**config.mk**
```make
export PLATFORM = sky130hd
export DESIGN_NAME = seg7_mux_driver
export DESIGN_NICKNAME = d
export VERILOG_FILES = /design/src/rtl/seg7_mux_driver.sv
export SDC_FILE = /design/constraint.sdc
export NUM_CORES = 1
export LEC_CHECK = 0
export BUFFER_PORTS_ARGS = -buffer_cell sky130_fd_sc_hd__buf_2
export CAP_MARGIN = 20
export CORE_UTILIZATION = 38
export DETAILED_ROUTE_END_ITERATION = 16
export MAX_ROUTING_LAYER = met4
export PLACE_DENSITY = 0.55
export SYNTH_ARGS = -nofsm -noshare
export SYNTH_HDL_FRONTEND = slang
export SYNTH_SLANG_ARGS = --single-unit
```
**constraint.sdc**
```tcl
create_clock -name clk -period 6.65 [get_ports clk]
set_input_delay 0.9975 -clock clk [delete_from_list [all_inputs] [get_ports clk]]
set_output_delay 0.9975 -clock clk [all_outputs]
set_load 0.05 [all_outputs]
```
**src/rtl/seg7_mux_driver.sv**
```systemverilog
// Two-digit multiplexed 7-segment driver: gap/show scan, runtime polarity,
// and a shadow-register handshake that swaps digits only at frame boundaries.
module seg7_mux_driver #(
    parameter int REFRESH_DIV = 1000,
    parameter int GAP_CYCLES  = 16
) (
    input  logic       clk,
    input  logic       rst_n,
    input  logic       ena,
    input  logic [3:0] digit1,
    input  logic [3:0] digit10,
    input  logic       load,
    output logic       ack,
    input  logic       seg_active_high,
    input  logic       com_active_high,
    input  logic       blank_lz,
    output logic [7:0] seg,
    output logic [1:0] com,
    output logic [1:0] com_oe
);
    localparam int MAX_PHASE = (GAP_CYCLES > REFRESH_DIV) ? GAP_CYCLES : REFRESH_DIV;
    localparam int CW = (MAX_PHASE > 1) ? $clog2(MAX_PHASE) : 1;
    localparam logic [CW-1:0] GAP_LAST  = CW'(GAP_CYCLES - 1);
    localparam logic [CW-1:0] SHOW_LAST = CW'(REFRESH_DIV - 1);

    typedef enum logic [1:0] {GAP0, SHOW1, GAP1, SHOW10} state_t;

    state_t          state_q, state_d;
    logic [CW-1:0]   cnt_q, cnt_d;
    logic [3:0]      shadow1_q, shadow1_d, shadow10_q, shadow10_d;
    logic [3:0]      disp1_q, disp1_d, disp10_q, disp10_d;
    logic            pending_q, pending_d;
    logic            ack_q, ack_d;
    logic [7:0]      seg_q, seg_d;
    logic [1:0]      com_q, com_d;
    logic [1:0]      com_oe_q, com_oe_d;

    logic            phase_last;
    logic            boundary;
    logic [6:0]      lit;
    logic [1:0]      com_lit;

    function automatic logic [6:0] encode(input logic [3:0] d);
        logic [6:0] p;
        case (d)
            4'd0:    p = 7'h3F;
            4'd1:    p = 7'h06;
            4'd2:    p = 7'h5B;
            4'd3:    p = 7'h4F;
            4'd4:    p = 7'h66;
            4'd5:    p = 7'h6D;
            4'd6:    p = 7'h7D;
            4'd7:    p = 7'h07;
            4'd8:    p = 7'h7F;
            4'd9:    p = 7'h6F;
            default: p = 7'h00;
        endcase
        return p;
    endfunction

    // Scan sequencer: the counter times the current phase and freezes with ena low.
    always_comb begin
        state_d    = state_q;
        cnt_d      = cnt_q;
        phase_last = (state_q == GAP0 || state_q == GAP1) ? (cnt_q == GAP_LAST)
                                                          : (cnt_q == SHOW_LAST);
        if (ena) begin
            if (phase_last) begin
                cnt_d = '0;
                case (state_q)
                    GAP0:    state_d = SHOW1;
                    SHOW1:   state_d = GAP1;
                    GAP1:    state_d = SHOW10;
                    default: state_d = GAP0;
                endcase
            end else begin
                cnt_d = cnt_q + 1'b1;
            end
        end
    end

    assign boundary = ena && (state_q == SHOW10) && phase_last;

    // A load on the boundary cycle bypasses the shadow and is displayed at once.
    always_comb begin
        shadow1_d  = shadow1_q;
        shadow10_d = shadow10_q;
        disp1_d    = disp1_q;
        disp10_d   = disp10_q;
        pending_d  = pending_q;
        ack_d      = 1'b0;
        if (load) begin
            shadow1_d  = digit1;
            shadow10_d = digit10;
        end
        if (boundary && (pending_q || load)) begin
            disp1_d   = load ? digit1  : shadow1_q;
            disp10_d  = load ? digit10 : shadow10_q;
            pending_d = 1'b0;
            ack_d     = 1'b1;
        end else if (load) begin
            pending_d = 1'b1;
        end
    end

    always_comb begin
        lit     = 7'h00;
        com_lit = 2'b00;
        if (ena) begin
            case (state_q)
                SHOW1: begin
                    lit     = encode(disp1_q);
                    com_lit = 2'b01;
                end
                SHOW10: begin
                    lit     = (blank_lz && disp10_q == 4'd0) ? 7'h00 : encode(disp10_q);
                    com_lit = 2'b10;
                end
                default: ;
            endcase
        end
        seg_d    = seg_active_high ? {1'b0, lit} : ~{1'b0, lit};
        com_d    = com_active_high ? com_lit : ~com_lit;
        com_oe_d = {ena, ena};
    end

    always_ff @(posedge clk) begin
        if (!rst_n) begin
            state_q    <= GAP0;
            cnt_q      <= '0;
            shadow1_q  <= 4'hF;
            shadow10_q <= 4'hF;
            disp1_q    <= 4'hF;
            disp10_q   <= 4'hF;
            pending_q  <= 1'b0;
            ack_q      <= 1'b0;
            seg_q      <= seg_active_high ? 8'h00 : 8'hFF;
            com_q      <= com_active_high ? 2'b00 : 2'b11;
            com_oe_q   <= 2'b00;
        end else begin
            state_q    <= state_d;
            cnt_q      <= cnt_d;
            shadow1_q  <= shadow1_d;
            shadow10_q <= shadow10_d;
            disp1_q    <= disp1_d;
            disp10_q   <= disp10_d;
            pending_q  <= pending_d;
            ack_q      <= ack_d;
            seg_q      <= seg_d;
            com_q      <= com_d;
            com_oe_q   <= com_oe_d;
        end
    end

    assign ack    = ack_q;
    assign seg    = seg_q;
    assign com    = com_q;
    assign com_oe = com_oe_q;

endmodule

```
# Word level (Yosys, flattened, before mapping)
# Memory sizes are Yosys's and may differ from the RTL's. A register that Yosys moved wholly into a read port is not among the register bits.
# Cells that the tools add are included.
[word_totals]
ramBits = 0
in_bits = 15
romBits = 224
register_bits = 41
out_inout_bits = 13
latch_bits = 0
mem_count = 2
elab_cells = 53
[op_classes]
n_bitwise = 3
eq_ne = 5
n_reduce_logical = 10
magnitude_cmp = 0
n_div = 0
add_sub_neg = 1
mul = 0
mux = 21
n_shift = 0
[memory_table]
columns = ["memory", "depth", "word_bits", "rd", "rd_clocked_by_memory_dff", "wr", "line", "text"]
rows = [
  ["(name not given)", 16, 7, 1, 1, 0, "45", "case (d)"],
  ["(name not given)", 16, 7, 1, 1, 0, "45", ""],
]
[op_table]
columns = ["operator", "count"]
rows = [
  ["2-to-1 mux 4 bit", 6],
  ["2-to-1 mux 8 bit", 3],
  ["2-to-1 mux 7 bit", 2],
  ["case mux 7 bit (2 select lines)", 1],
  ["adder 10 x 1 -> 10 bit (second input constant)", 1],
  ["== test 10 bit (second input constant)", 1],
  ["== test 10 x 4 -> 1 bit (second input constant)", 1],
  ["2-to-1 mux 10 bit", 1],
  ["2-to-1 mux 2 bit", 4],
  ["inverter 7 -> 8 bit", 1],
  ["case mux 2 bit (3 select lines)", 1],
  ["== test 2 bit (second input constant)", 2],
  ["logical AND 1 bit", 4],
  ["zero test 4 bit", 1],
  ["case mux 2 bit (2 select lines)", 1],
  ["== test 2 x 1 -> 1 bit (second input constant)", 1],
  ["zero test 2 bit", 1],
  ["logical OR 1 bit", 2],
  ["2-to-1 mux 1 bit", 2],
  ["inverter 2 bit", 1],
  ["AND reduction 2 bit", 1],
  ["OR reduction 2 bit", 1],
  ["inverter 1 bit", 1],
]

# Longest topological paths before layout
[logic_depth]
ltp_word = 8
depth_mapped = 13
ltp_nobuf = 11

# Worst setup path after synthesis
# OpenSTA, ideal clock, no wires.
[synth_timing]
path_kind = "input-to-reg"
from = "input port ena"
to = "register with a tool-made name"
required_time_ns = 6.576
cell_stages = 11
path_slack_ns = 3.438
setup_time_ns = 0.074
n_path_buf = 3
arrival_time_ns = 3.138
path_cell_list = "buf_6 nand3_2 or4b_4 a21o_1 buf_6 clkbuf_1 o211ai_1 inv_1 ha_1 mux2_2 o21ai_0"
[synth_lines]
columns = ["element", "line", "text"]
rows = [
  ["start: declaration", "9", "input logic ena,"],
]

==> impl_metrics.json <==
{
  "finalHoldViolations": 0,
  "power.leakage_nw": 1.189,
  "path_class": "in2reg",
  "insertion_delay_ps": 300,
  "hp-class": "reg2reg",
  "fillers": 653,
  "cts_buffers": 5,
  "area_growth_pct": 10.43,
  "fin_nets": 318,
  "post_synth_xor_area_fraction_pct": 6.201,
  "cp_max_fo": 18,
  "synthArstFlopShare_pct": 0,
  "totalWireLength_um": 4845,
  "portBuffers": 27,
  "synthTopCellsByArea": "dfxtp_1 (43%), ha_1 (8.4%), mux2i_1 (5.5%)",
  "synth_top_family_by_area": "simple AND/OR/NAND/NOR gates",
  "setup_viol": 0,
  "drt_iter0_markers": 113,
  "synth_area_leader_cell": "dfxtp_1",
  "drive_above_1_share_pct": 16.78,
  "synth_edf_count": 0,
  "grt-ovfl-total": 0,
  "num_rows": 29,
  "slew_violations": 0,
  "cap_violations": 0,
  "synth-seq-cells": 55,
  "tns_ps": 0,
  "path_clk_slew_ps": 90,
  "avgViaCountPerCell": 5.066,
  "worstReg2RegStart": "cnt_q[0]",
  "final.setup_skew_ps": 10.87,
  "initial_core_util_pct": 39.81,
  "grt_pass1_wl_um": 8480,
  "wl_per_cell_um": 13.35,
  "clk_path_buf_depth": 2,
  "post-place-ws_ps": 3085,
  "synth_top_area_share_pct": 43.31,
  "core_area_um2": 6386,
  "cts_num_sinks": 55,
  "drt_first_pass_iters": 4,
  "setup_slack_ps": 3414,
  "synth-simple-area-share_pct": 15.31,
  "syn_inst": 264,
  "hold_buffers": 0,
  "dp_hpwl_um": 3600,
  "yosys.area_share.adder_pct": 8.366,
  "drcViolationCount": 0,
  "min_period_ps": 3236,
  "worst_pin_slew_ps": 733.4,
  "end_kind": "flip-flop",
  "die_y_um": 83.80,
  "placed_area_um2": 2705,
  "ys_seq_area_share_pct": 43.31,
  "synthMuxAreaShare_pct": 7.726,
  "gr-usage-all-layers_pct": 15.39,
  "grt_max_degree": 29,
  "syn_avg_cell_area_um2": 9.630,
  "final_area_um2": 2808,
  "worstRegToRegCells": 9,
  "syn_nets": 296,
  "fmax_ghz": 0.3090,
  "via_count": 1839,
  "pwr_density_cell_nw_per_um2": 212.0,
  "ioPinCount": 28,
  "ys_types": 43,
  "slew_headroom_pct": 50.81,
  "post_cts_buffers": 0,
  "antenna-diode-count": 0,
  "r2r_slack_ps": 3740,
  "root_buffer": "clkbuf_8",
  "worst_setup_path_start_kind": "primary input",
  "syn_area_um2": 2542,
  "gp_congestion": 0.8251,
  "antenna_found_initial": 0,
  "finalCritPeriodShare_pct": 48.66,
  "crit_arrival_ps": 3450,
  "die_width_um": 83.80,
  "status": "finished, final reports clean",
  "yosys_warnings": 0,
  "irDropWorstVdd_mv": 0.09612,
  "ctsResizeCount": 0,
  "required_ps": 6870,
  "synth_compound_area_share_pct": 14.03,
  "synthFlopType": "dfxtp_1",
  "dieArea_um2": 7022,
  "rsz0062_at_grt": "false",
  "cts_tree": "yes",
  "power_w": 0.0005952,
  "grt_pass1_vias": 1765,
  "crit_start": "load",
  "ant_nets": 0,
  "htree_levels": 2
}
==> worst max-delay path, cell delays in order <==
cell and delay [ps]:
buf_2 260, nor2_1 80, or4b_4 550, a21o_1 360, o211ai_1 430, inv_1 150, ha_1 220, mux2_2 250
o21ai_0 150
==> stage by stage <==
stage / std cells / util (%) / hold WS, ps
CTS: 363 / 43.97 / 529.0
global placement: 356 / 42.36 / 502.7
finish: 363 / 43.97 / 530.1
floorplan: 264 / - / 471.9
detailed placement: 356 / 42.36 / 508.8
global route: 363 / 43.97 / 562.8
==> per-layer routing <==
| metal | routed length (µm) | track usage (%) | vias up |
|---|---|---|---|
| met4 | 55 | 4.622 | 0 |
| met3 | 154 | 3.165 | 5 |
| met5 | 0 | - | - |
| li1 | - | - | 952 |
| met1 | 2416 | 20.68 | 856 |
| met2 | 2219 | 23.36 | 26 |
==> kinds of logic after synthesis <==
| logic type | Yosys count |
|---|---|
| adder cells (fa/ha/maj) | 17 |
| multiplexers | 19 |
| AO/OA/AOI/OAI | 47 |
| AND/OR/NAND/NOR | 80 |
| flip-flops | 55 |
| buffers and inverters | 28 |
| XOR/XNOR | 18 |
==> placed cells by master (no fill, tap or decap), types with 2 or more instances in the layout <==
master     n
xnor2_1   11
inv_1     15
a21o_1     8
a21oi_1    4
buf_2     27
ha_1      17
or2_2      2
o21ai_0    8
a211oi_1   3
and3_1     2
a22oi_1    7
nor2_1    25
nand3_1    4
or3_1      3
xor2_1     7
mux2_2     5
nand2_1   23
nand4_1    5
nand2b_1   4
nor3_1     4
mux2i_1   14
nor4_1     2
o211ai_1   9
dfxtp_1   55
clkbuf_8   5
==> final cells by class <==
type | count | area, µm² | share of cell area [%]
timing repair buffer | 27 | 135.1 | 4.813
sequential | 55 | 1101 | 39.22
inverter | 16 | 60.06 | 2.139
multi-input combinational | 181 | 1313 | 46.75
clock inverter | 1 | 30.03 | 1.070
tap | 77 | 96.34 | 3.431
clock buffer | 6 | 72.57 | 2.585
==> worst min path at each step <==
| stage | startpoint | cells after the start | endpoint |
|---|---|---|---|
| 2_1_floorplan | shadow1_q[0] | 2 | shadow1_q[0] |
| 3_3_place_gp | cnt_q[1] | 2 | cnt_q[1] |
| 3_5_place_dp | disp1_q[0] | 2 | disp1_q[0] |
| 4_1_cts | disp1_q[0] | 2 | disp1_q[0] |
| 5_1_grt | shadow1_q[3] | 2 | shadow1_q[3] |
| 6_report | cnt_q[1] | 2 | cnt_q[1] |
==> cell usage after synthesis, types with 3 or more instances <==
cell      instances
ha_1             17
a21oi_1           4
mux2i_1          14
a22oi_1           7
nor2_1           25
clkbuf_1          5
nand2b_1          4
nand3_1           4
nor3_1            4
xor2_1            7
nand2_1          23
o21ai_0           8
a211oi_1          3
xnor2_1          11
or3_1             3
dfxtp_1          55
nand4_1           5
mux2_2            5
a21o_1            8
inv_1            15
o211ai_1          9
==> report_power, final <==
group          internal (W)  leakage [nW]   total, W  switching, W
logic             0.0000135         0.687  0.0000450     0.0000315
registers          0.000337         0.450   0.000340    0.00000278
clock network      0.000111        0.0513   0.000210     0.0000997
(Power assumes the default switching activity.)
